[src/rtl/conv_mac_engine.sv]
// conv_mac_engine: full linear convolution z = x * y over sync-read memories.
// Ports: clk/rstn, start_i + sizes in; x/y addr out, data in; z write port, busy_o, done_o out.
module conv_mac_engine #(
    parameter int DATA_W = 8,
    parameter int ACC_W  = 32
) (
    input  logic              clk,
    input  logic              rstn,
    input  logic              start_i,
    input  logic [4:0]        sizex_i,
    input  logic [4:0]        sizey_i,
    input  logic [5:0]        size_full_i,
    input  logic [DATA_W-1:0] memx_data_i,
    input  logic [DATA_W-1:0] memy_data_i,
    output logic [4:0]        memx_addr_o,
    output logic [4:0]        memy_addr_o,
    output logic [5:0]        memz_addr_o,
    output logic [ACC_W-1:0]  memz_data_o,
    output logic              memz_we_o,
    output logic              busy_o,
    output logic              done_o
);

    typedef enum logic [2:0] {
        S_IDLE,
        S_INIT,
        S_SCAN,
        S_DRAIN,
        S_WRITE,
        S_DONE
    } state_t;

    state_t r_state;
    state_t w_next;

    logic [4:0]          r_sx;
    logic [4:0]          r_sy;
    logic [5:0]          r_sf;
    logic [5:0]          r_i;
    logic [5:0]          r_k;
    logic [ACC_W-1:0]    r_acc;
    logic                r_vld;
    logic [5:0]          r_zaddr;
    logic [ACC_W-1:0]    r_zdata;

    logic [5:0]          w_diff;
    logic                w_tap;
    logic                w_last_k;
    logic                w_last_i;
    logic [2*DATA_W-1:0] w_mul;

    assign w_diff   = r_i - r_k;
    // Tap lands inside y only when 0 <= i-k < sizey.
    assign w_tap    = (r_state == S_SCAN) && (r_i >= r_k)
                      && (w_diff < {1'b0, r_sy});
    assign w_last_k = (r_k == ({1'b0, r_sx} - 6'd1));
    assign w_last_i = (r_i == (r_sf - 6'd1));
    assign w_mul    = {{DATA_W{1'b0}}, memx_data_i}
                      * {{DATA_W{1'b0}}, memy_data_i};

    always_ff @(posedge clk or negedge rstn) begin
        if (!rstn) r_state <= S_IDLE;
        else       r_state <= w_next;
    end

    always_comb begin
        w_next      = r_state;
        memx_addr_o = '0;
        memy_addr_o = '0;
        memz_we_o   = 1'b0;
        memz_addr_o = r_zaddr;
        memz_data_o = r_zdata;
        busy_o      = 1'b1;
        done_o      = 1'b0;
        unique case (r_state)
            S_IDLE: begin
                busy_o = 1'b0;
                if (start_i) begin
                    if (sizex_i == 5'd0 || sizey_i == 5'd0) w_next = S_DONE;
                    else                                    w_next = S_INIT;
                end
            end
            S_INIT: w_next = S_SCAN;
            S_SCAN: begin
                memx_addr_o = r_k[4:0];
                memy_addr_o = w_diff[4:0];
                if (w_last_k) w_next = S_DRAIN;
            end
            S_DRAIN: w_next = S_WRITE;
            S_WRITE: begin
                memz_we_o   = 1'b1;
                memz_addr_o = r_i;
                memz_data_o = r_acc;
                w_next      = w_last_i ? S_DONE : S_SCAN;
            end
            S_DONE: begin
                done_o = 1'b1;
                w_next = S_IDLE;
            end
            default: w_next = S_IDLE;
        endcase
    end

    always_ff @(posedge clk or negedge rstn) begin
        if (!rstn) begin
            r_sx    <= '0;
            r_sy    <= '0;
            r_sf    <= '0;
            r_i     <= '0;
            r_k     <= '0;
            r_acc   <= '0;
            r_vld   <= 1'b0;
            r_zaddr <= '0;
            r_zdata <= '0;
        end else begin
            // Valid is delayed to line up with the sync-read data.
            r_vld <= w_tap;
            if (r_vld) r_acc <= r_acc + {{(ACC_W-2*DATA_W){1'b0}}, w_mul};
            unique case (r_state)
                S_IDLE: begin
                    if (start_i) begin
                        r_sx <= sizex_i;
                        r_sy <= sizey_i;
                        r_sf <= size_full_i;
                    end
                end
                S_INIT: begin
                    r_i   <= '0;
                    r_k   <= '0;
                    r_acc <= '0;
                end
                S_SCAN: r_k <= r_k + 6'd1;
                S_WRITE: begin
                    r_zaddr <= r_i;
                    r_zdata <= r_acc;
                    if (!w_last_i) begin
                        r_i   <= r_i + 6'd1;
                        r_k   <= '0;
                        r_acc <= '0;
                    end
                end
                default: ;
            endcase
        end
    end

endmodule

[config.mk]
export PLATFORM = sky130hd
export DESIGN_NAME = conv_mac_engine
export DESIGN_NICKNAME = d
export VERILOG_FILES = /design/src/rtl/conv_mac_engine.sv
export SDC_FILE = /design/constraint.sdc
export NUM_CORES = 1
export LEC_CHECK = 0
export ABC_AREA = 0
export BUFFER_PORTS_ARGS = -buffer_cell sky130_fd_sc_hd__buf_2
export CORE_UTILIZATION = 50
export CTS_CLUSTER_SIZE = 30
export DETAILED_ROUTE_END_ITERATION = 16
export GPL_TIMING_DRIVEN = 0
export PLACE_DENSITY = 0.72
export SYNTH_ARGS = -nofsm -noshare
export SYNTH_HDL_FRONTEND = slang
export SYNTH_SLANG_ARGS = --single-unit
[constraint.sdc]
create_clock -name clk -period 5.7 [get_ports clk]
set_input_delay 0.285 -clock clk [delete_from_list [all_inputs] [get_ports clk]]
set_output_delay 0.285 -clock clk [all_outputs]
set_load 0.01 [all_outputs]
==> key figures, run 1 <==
Floorplan
  • CORE AREA: 15300 um2
  • Die X: 128 um
  • Die height: 128 um
  • Die Area: 16300 um2
  • Ports: 86
  • Num rows: 45
  • Initial core utilization: 51.6%

Setup path
  • Critical Path RT: 5.93 ns
  • Setup CP Type: reg2reg
  • Crit-path slowest cell: o2111ai_1
  • Buf/Inv on CP: 4
  • FF-to-FF setup slack: 0.85 ns
  • CP max stage delay: 0.59 ns
  • Worst path top cell family by delay: adder cells
  • Cells along the critical path: inv_1 -> fa_1 -> inv_1 -> fa_1 -> fa_1 -> inv_1 -> fa_1 -> inv_1 -> ha_1 -> a21o_1 -> a31oi_1 -> a21oi_1 -> o2111ai_1 -> a21oi_1 -> mux2_2
  • Arrival @ worst endpoint: 5.08 ns
  • Crit-path max FO: 7
  • Crit end category: flip-flop
  • Startpoint types: flip-flop

Cells and area
  • Cell Count, Final, Fillers Out: 1137
  • Ant diodes: 0
  • Fill cells: 1402
  • Final net count: 1063
  • Layout cell share with drive strength beyond 1: 18.0%
  • Area Growth Syn to Fin: 13.0%

Power and ir drop
  • Leakage: 4.59 nW
  • PD cells: 447 nW/um2
  • Max VDD drop: 0.259 mV
  • Seq pwr share: 25.6%
  • Switching part of the total: 43.4%
  • Pint: 2.26 mW
  • Combinational power share: 58.0%
  • Clock network power share: 16.4%
  • Total net switching power: 1.74 mW

STA
  • Fin Clk Skew: 0.0111 ns
  • Hold_ws: 0.156 ns
  • Final Hold Fails: 0
  • Max-slew headroom: 14.2%
  • Period minus WS final: 4.85 ns
  • Setup repair after global routing missed its margin: no
  • Fmax: 0.206 GHz
  • Final period util: 85.1%
  • Slew Limit Fails: 0
  • Final Setup Violations: 0
  • Setup WS post-layout: 0.847 ns
  • Slew @ Worst Pin: 1.28 ns
  • Fin Setup TNS: 0 ns

Synthesis
  • Mean Syn Cell Area: 9.57 um2
  • Synth Instances: 826
  • Share of the synthesized area in the top cell type: 32.3%
  • Synth top area cells: dfrtp_1 (32%), fa_1 (13%), ha_1 (8.7%)
  • Yosys reg bits: 102
  • Top_reg_cell synth: dfrtp_1
  • Post-synth EDFFs: 0
  • Synthesized net count: 967
  • Register area share after synthesis: 32.3%
  • Synth area leader: dfrtp_1
  • FFs w/ async S/R, synth: 100%
  • Post-Syn Area: 7900 um2
  • Ys Warns: 0
  • Unique cell type count in the Yosys netlist: 57

Placed design
  • Pre-CTS setup slack: 0.694 ns
  • Gp weighted congestion: 0.879
  • Hpwl dp: 13300 um
  • Port Buf Inserts: 83
  • Placed insts: 1121

CTS
  • H-tree levels: 3
  • TritonCTS clock tree: yes
  • Clk Latency, worst-skew pair: 0.35 ns
  • Post-CTS sizing: 0
  • Clk root buf: clkbuf_16
  • CTS Sinks: 102
  • CTS Buf Count: 9
  • Clock Pin Slew Worst Setup and Hold Paths: 0.07 ns
  • Clk buf depth: 2
  • # Post-CTS Setup Buffers: 0

Status
  • Status: completed

Routing
  • Initial drt markers: 285
  • Router iterations before antenna repair: 5
  • Drt via density: 5.36
  • Via count: 6093
  • Antenna-violating nets left: 0
  • Drt drc: 0
  • Routed len/inst: 15.0 um
  • Total wire length: 17000 um

GRT
  • First-pass GRT wire length: 29100 um
  • Initial antenna violation count: 0
  • Number of global-route vias before repair: 5989
  • GR Overflow Total: 0
  • Pin count of the biggest net entering global routing: 70
  • Gr usage total: 22.5%

Hold path
  • Worst min path class: in2reg

Run
  • Count of max-cap constraint violations: 0
[worst min-delay path, cell delays in order]
cell     delay [ns]
buf_2          0.07
nand2_1        0.04
o21ai_0        0.06
[per-stage QoR]
stage / util, % / total power, mW / area, um2
after floorplan: - / 2.74 / 7900
after global placement: 56.0 / 3.28 / 8580
after detailed placement: 56.2 / 3.33 / 8610
after CTS: 58.3 / 4.01 / 8930
after global routing: 58.3 / 4.37 / 8930
final: 58.3 / 4.00 / 8930
[Yosys cell counts, types with 2 or more instances]
cell	n
a211oi_1	4
a211oi_2	2
a21boi_0	3
a21o_1	10
a21oi_1	35
a22oi_1	4
a311oi_1	4
a31o_2	2
a31oi_1	12
and2_1	40
and3_1	15
and3b_1	2
buf_2	5
buf_6	2
clkbuf_1	24
dfrtp_1	102
fa_1	51
ha_1	55
inv_1	118
mux2_2	54
mux2i_1	18
nand2_1	78
nand2b_1	4
nand3_1	14
nand4_1	9
nor2_1	42
nor2b_1	5
nor3_1	29
nor3b_1	4
o21ai_0	16
or3_1	8
or3b_2	2
or4_1	3
xnor2_1	20
xor2_1	8
[kinds of logic after synthesis]
family	synth area share, %
compound gates	9.36
fa+ha+maj	21.6
simple gates	16.3
mux	9.97
buf+inv	7.35
xor+xnor	3.10
flops	32.3
[layout make-up]
type / instances / area, um2 / area share [%]
clock buffers: 10 / 229 / 2.56
multi-input cells: 575 / 4770 / 53.4
repair buffers: 85 / 455 / 5.10
inverters: 118 / 443 / 4.96
well taps: 211 / 264 / 2.95
plain buffers: 31 / 138 / 1.54
clock inverters: 5 / 82.6 / 0.924
flip-flops and latches: 102 / 2550 / 28.6
[timing repair]
item | 4_1_cts | 5_1_grt
setup endpoints to repair | 0 | 0
hold endpoints to repair | 33 | 0
hold buffers | 1 | 0
[power groups by stage]
stage	logic [mW]	registers, mW	clock network, mW
floorplan	1.75	0.994	0
global placement	2.24	1.03	0
detailed placement	2.30	1.04	0
CTS	2.32	1.02	0.666
global route	2.63	1.05	0.694
finish	2.32	1.02	0.655
[layout by cell type (no fill, tap or decap), types with 2 or more instances in the layout]
cell       count
inv_6          2
fa_1          51
or3_1          8
mux2_2        54
inv_1        118
nand2b_1       4
nor3b_1        4
a21o_1        10
nor2b_1        5
ha_1          55
a311oi_1       4
buf_2         87
nand4_1        9
xnor2_1       20
a31o_2         2
or3b_2         2
nand2_1       78
o21ai_0       16
a211oi_1       4
a22oi_1        4
mux2i_1       18
nand3_1       14
a21boi_0       3
a211oi_2       2
xor2_1         8
and3b_1        2
and2_1        40
and3_1        15
buf_6          2
clkbuf_16      9
nor2_1        42
a31oi_1       12
or4_1          3
a21oi_1       35
bufinv_16      2
dfrtp_1      102
clkbuf_1      25
nor3_1        29
[worst paths after layout]
kind / from / to / depth (start not counted)
worst max-delay path: r_acc[7] / r_acc[30] / 15
worst min-delay path: size_full_i[1] / r_sf[1] / 3
worst max register to register: r_acc[7] / r_acc[30] / 15
worst min register to register: r_zdata[24] / r_zdata[24] / 1
max in group asynchronous: rstn / r_sf[5] / 3
min in group asynchronous: rstn / r_acc[12] / 2
[registers in the layout, indices dropped and copies added (netlist names)]
register,cells
r_acc,32
r_i,6
r_k,6
r_sf,6
r_state,3
r_sx,5
r_sy,5
r_vld,1
r_zaddr,6
r_zdata,32
[per-layer routing]
metal  up-vias  track usage, %  wire length (um)
met1      2955            31.0              7970
met3        23            2.42               663
met5         -               0                 0
met2       154            37.6              8140
met4         0            6.78               264
li1       2961               -                 -
Note: power is estimated with default switching activity, not from simulation.
==> run 2: changes to the inputs <==
CAP_MARGIN = 30   (was not set)
CORE_UTILIZATION = 30   (was 50)
PLACE_DENSITY = 0.48   (was 0.72)
REMOVE_ABC_BUFFERS = 1   (was not set)
==> key figures, run 2 (synthesis results as in run 1) <==
Floorplan
  • CORE AREA: 26000 um2
  • Die X: 164 um
  • Num rows: 59
  • Die height: 164 um
  • Ports: 86
  • Initial core utilization: 30.4%
  • Die Area: 27000 um2

Routing
  • Routed len/inst: 14.9 um
  • Antenna-violating nets left: 0
  • Initial drt markers: 284
  • Router iterations before antenna repair: 10
  • Drt drc: 2
  • Total wire length: 18500 um
  • Drt via density: 4.67
  • Via count: 5791

Placed design
  • Port Buf Inserts: 85
  • Hpwl dp: 14300 um
  • Post-Place Cell Area: 8750 um2
  • Pre-CTS setup slack: 0.646 ns
  • Placed insts: 1224
  • Gp weighted congestion: 0.774

CTS
  • TritonCTS clock tree: yes
  • CTS Sinks: 102
  • Clk root buf: clkbuf_16
  • Clk Latency, worst-skew pair: 0.36 ns
  • Clk buf depth: 2
  • Post-CTS sizing: 0
  • Clock Pin Slew Worst Setup and Hold Paths: 0.07 ns
  • CTS Buf Count: 9
  • H-tree levels: 3

GRT
  • GR Overflow Total: 0
  • Gr usage total: 14.9%
  • Pin count of the biggest net entering global routing: 57
  • Initial antenna violation count: 0
  • First-pass GRT wire length: 31500 um
  • Number of global-route vias before repair: 5953

Setup path
  • Cells along the critical path: inv_1 -> fa_1 -> inv_1 -> fa_1 -> fa_1 -> inv_1 -> fa_1 -> inv_1 -> ha_1 -> a21o_1 -> a31oi_1 -> a211oi_1 -> o41ai_1 -> mux2_2 -> a21oi_1
  • Crit end category: flip-flop
  • CP max stage delay: 0.56 ns
  • Worst path top cell family by delay: adder cells
  • Buf/Inv on CP: 4
  • Startpoint types: flip-flop
  • Critical Path RT: 5.96 ns
  • Setup CP Type: reg2reg
  • Arrival @ worst endpoint: 5.01 ns
  • Crit-path max FO: 5
  • Crit-path slowest cell: fa_1

Cells and area
  • Largest regs: r_acc: 32 flops, r_zdata: 32 flops
  • Commonest non-fill, non-tap cells in the layout: inv_1 (118), dfrtp_1 (102), buf_2 (84), nand2_1 (78), ha_1 (55)
  • Commonest non-fill, non-tap cell in the layout: inv_1
  • Area Growth Syn to Fin: 14.9%
  • Final Cell Area: 9080 um2
  • Final net count: 1042
  • Ant diodes: 0
  • Layout cell share with drive strength beyond 1: 19.3%
  • Final core utilization: 35.0%
  • Cell Count, Final, Fillers Out: 1241

STA
  • Setup WS post-layout: 0.949 ns
  • Final Setup Violations: 0
  • Fin Setup TNS: 0 ns
  • Slew @ Worst Pin: 0.934 ns
  • Hold_ws: 0.136 ns
  • Setup repair after global routing missed its margin: no
  • Slew Limit Fails: 0
  • Final Hold Fails: 0
  • Max-slew headroom: 37.3%
  • Fin Clk Skew: 0.0135 ns
  • Final period util: 83.3%
  • Fmax: 0.210 GHz
  • Period minus WS final: 4.75 ns

Power and ir drop
  • Leakage: 4.59 nW
  • PD cells: 439 nW/um2
  • Max VDD drop: 0.210 mV
  • Power Total: 3.99 mW

Status
  • Status: finished with violations
  • Violated checks: design-rule violations

Hold path
  • Worst min path class: in2reg

Run
  • Count of max-cap constraint violations: 0
## run 2: area by class of cell
class                           instances  area [um2]
Fill cell                            2716       16900
Multi-Input combinational cell        575        4780
Clock buffer                           11         253
Clock inverter                          5        66.3
Sequential cell                       102        2550
Inverter                              118         443
Timing Repair Buffer                   95         568
Tap cell                              335         419
## run 2: tightest hold or removal path: stages
cell and delay (ns):
buf_2 0.08, nand2_1 0.04, o21ai_0 0.06
## run 2: metal layers
metal / global-route usage, % / part of all wire (%) / vias up
met5: 0 / 0 / -
met3: 1.41 / 2.3 / 11
met4: 4.29 / 1.2 / 0
li1: - / - / 2916
met1: 20.9 / 50 / 2778
met2: 24.1 / 47 / 86
## run 2: final timing paths
| check | start | cells after the start | end | slack [ns] |
|---|---|---|---|---|
| setup / recovery | r_acc[7] | 15 | r_acc[14] | 0.95 |
| hold / removal | size_full_i[1] | 3 | r_sf[1] | 0.14 |
| setup reg to reg | r_acc[7] | 15 | r_acc[14] | 0.95 |
| hold reg to reg | r_zdata[5] | 1 | r_zdata[5] | 0.49 |
| max in group asynchronous | rstn | 3 | r_sy[1] | 4.48 |
| min in group asynchronous | rstn | 2 | r_zdata[11] | 0.49 |
## run 2: where the power goes
part	switching [mW]	internal (mW)	leakage [nW]	total [mW]
sequential	0.146	0.899	1.37	1.05
combinational	1.30	0.977	3.06	2.28
clock	0.296	0.370	0.154	0.666
## run 2: timing repair
| item | 4_1_cts | 5_1_grt |
|---|---|---|
| setup buffers | 0 | 0 |
| hold endpoints to repair | 46 | 0 |
| hold buffers | 1 | 0 |
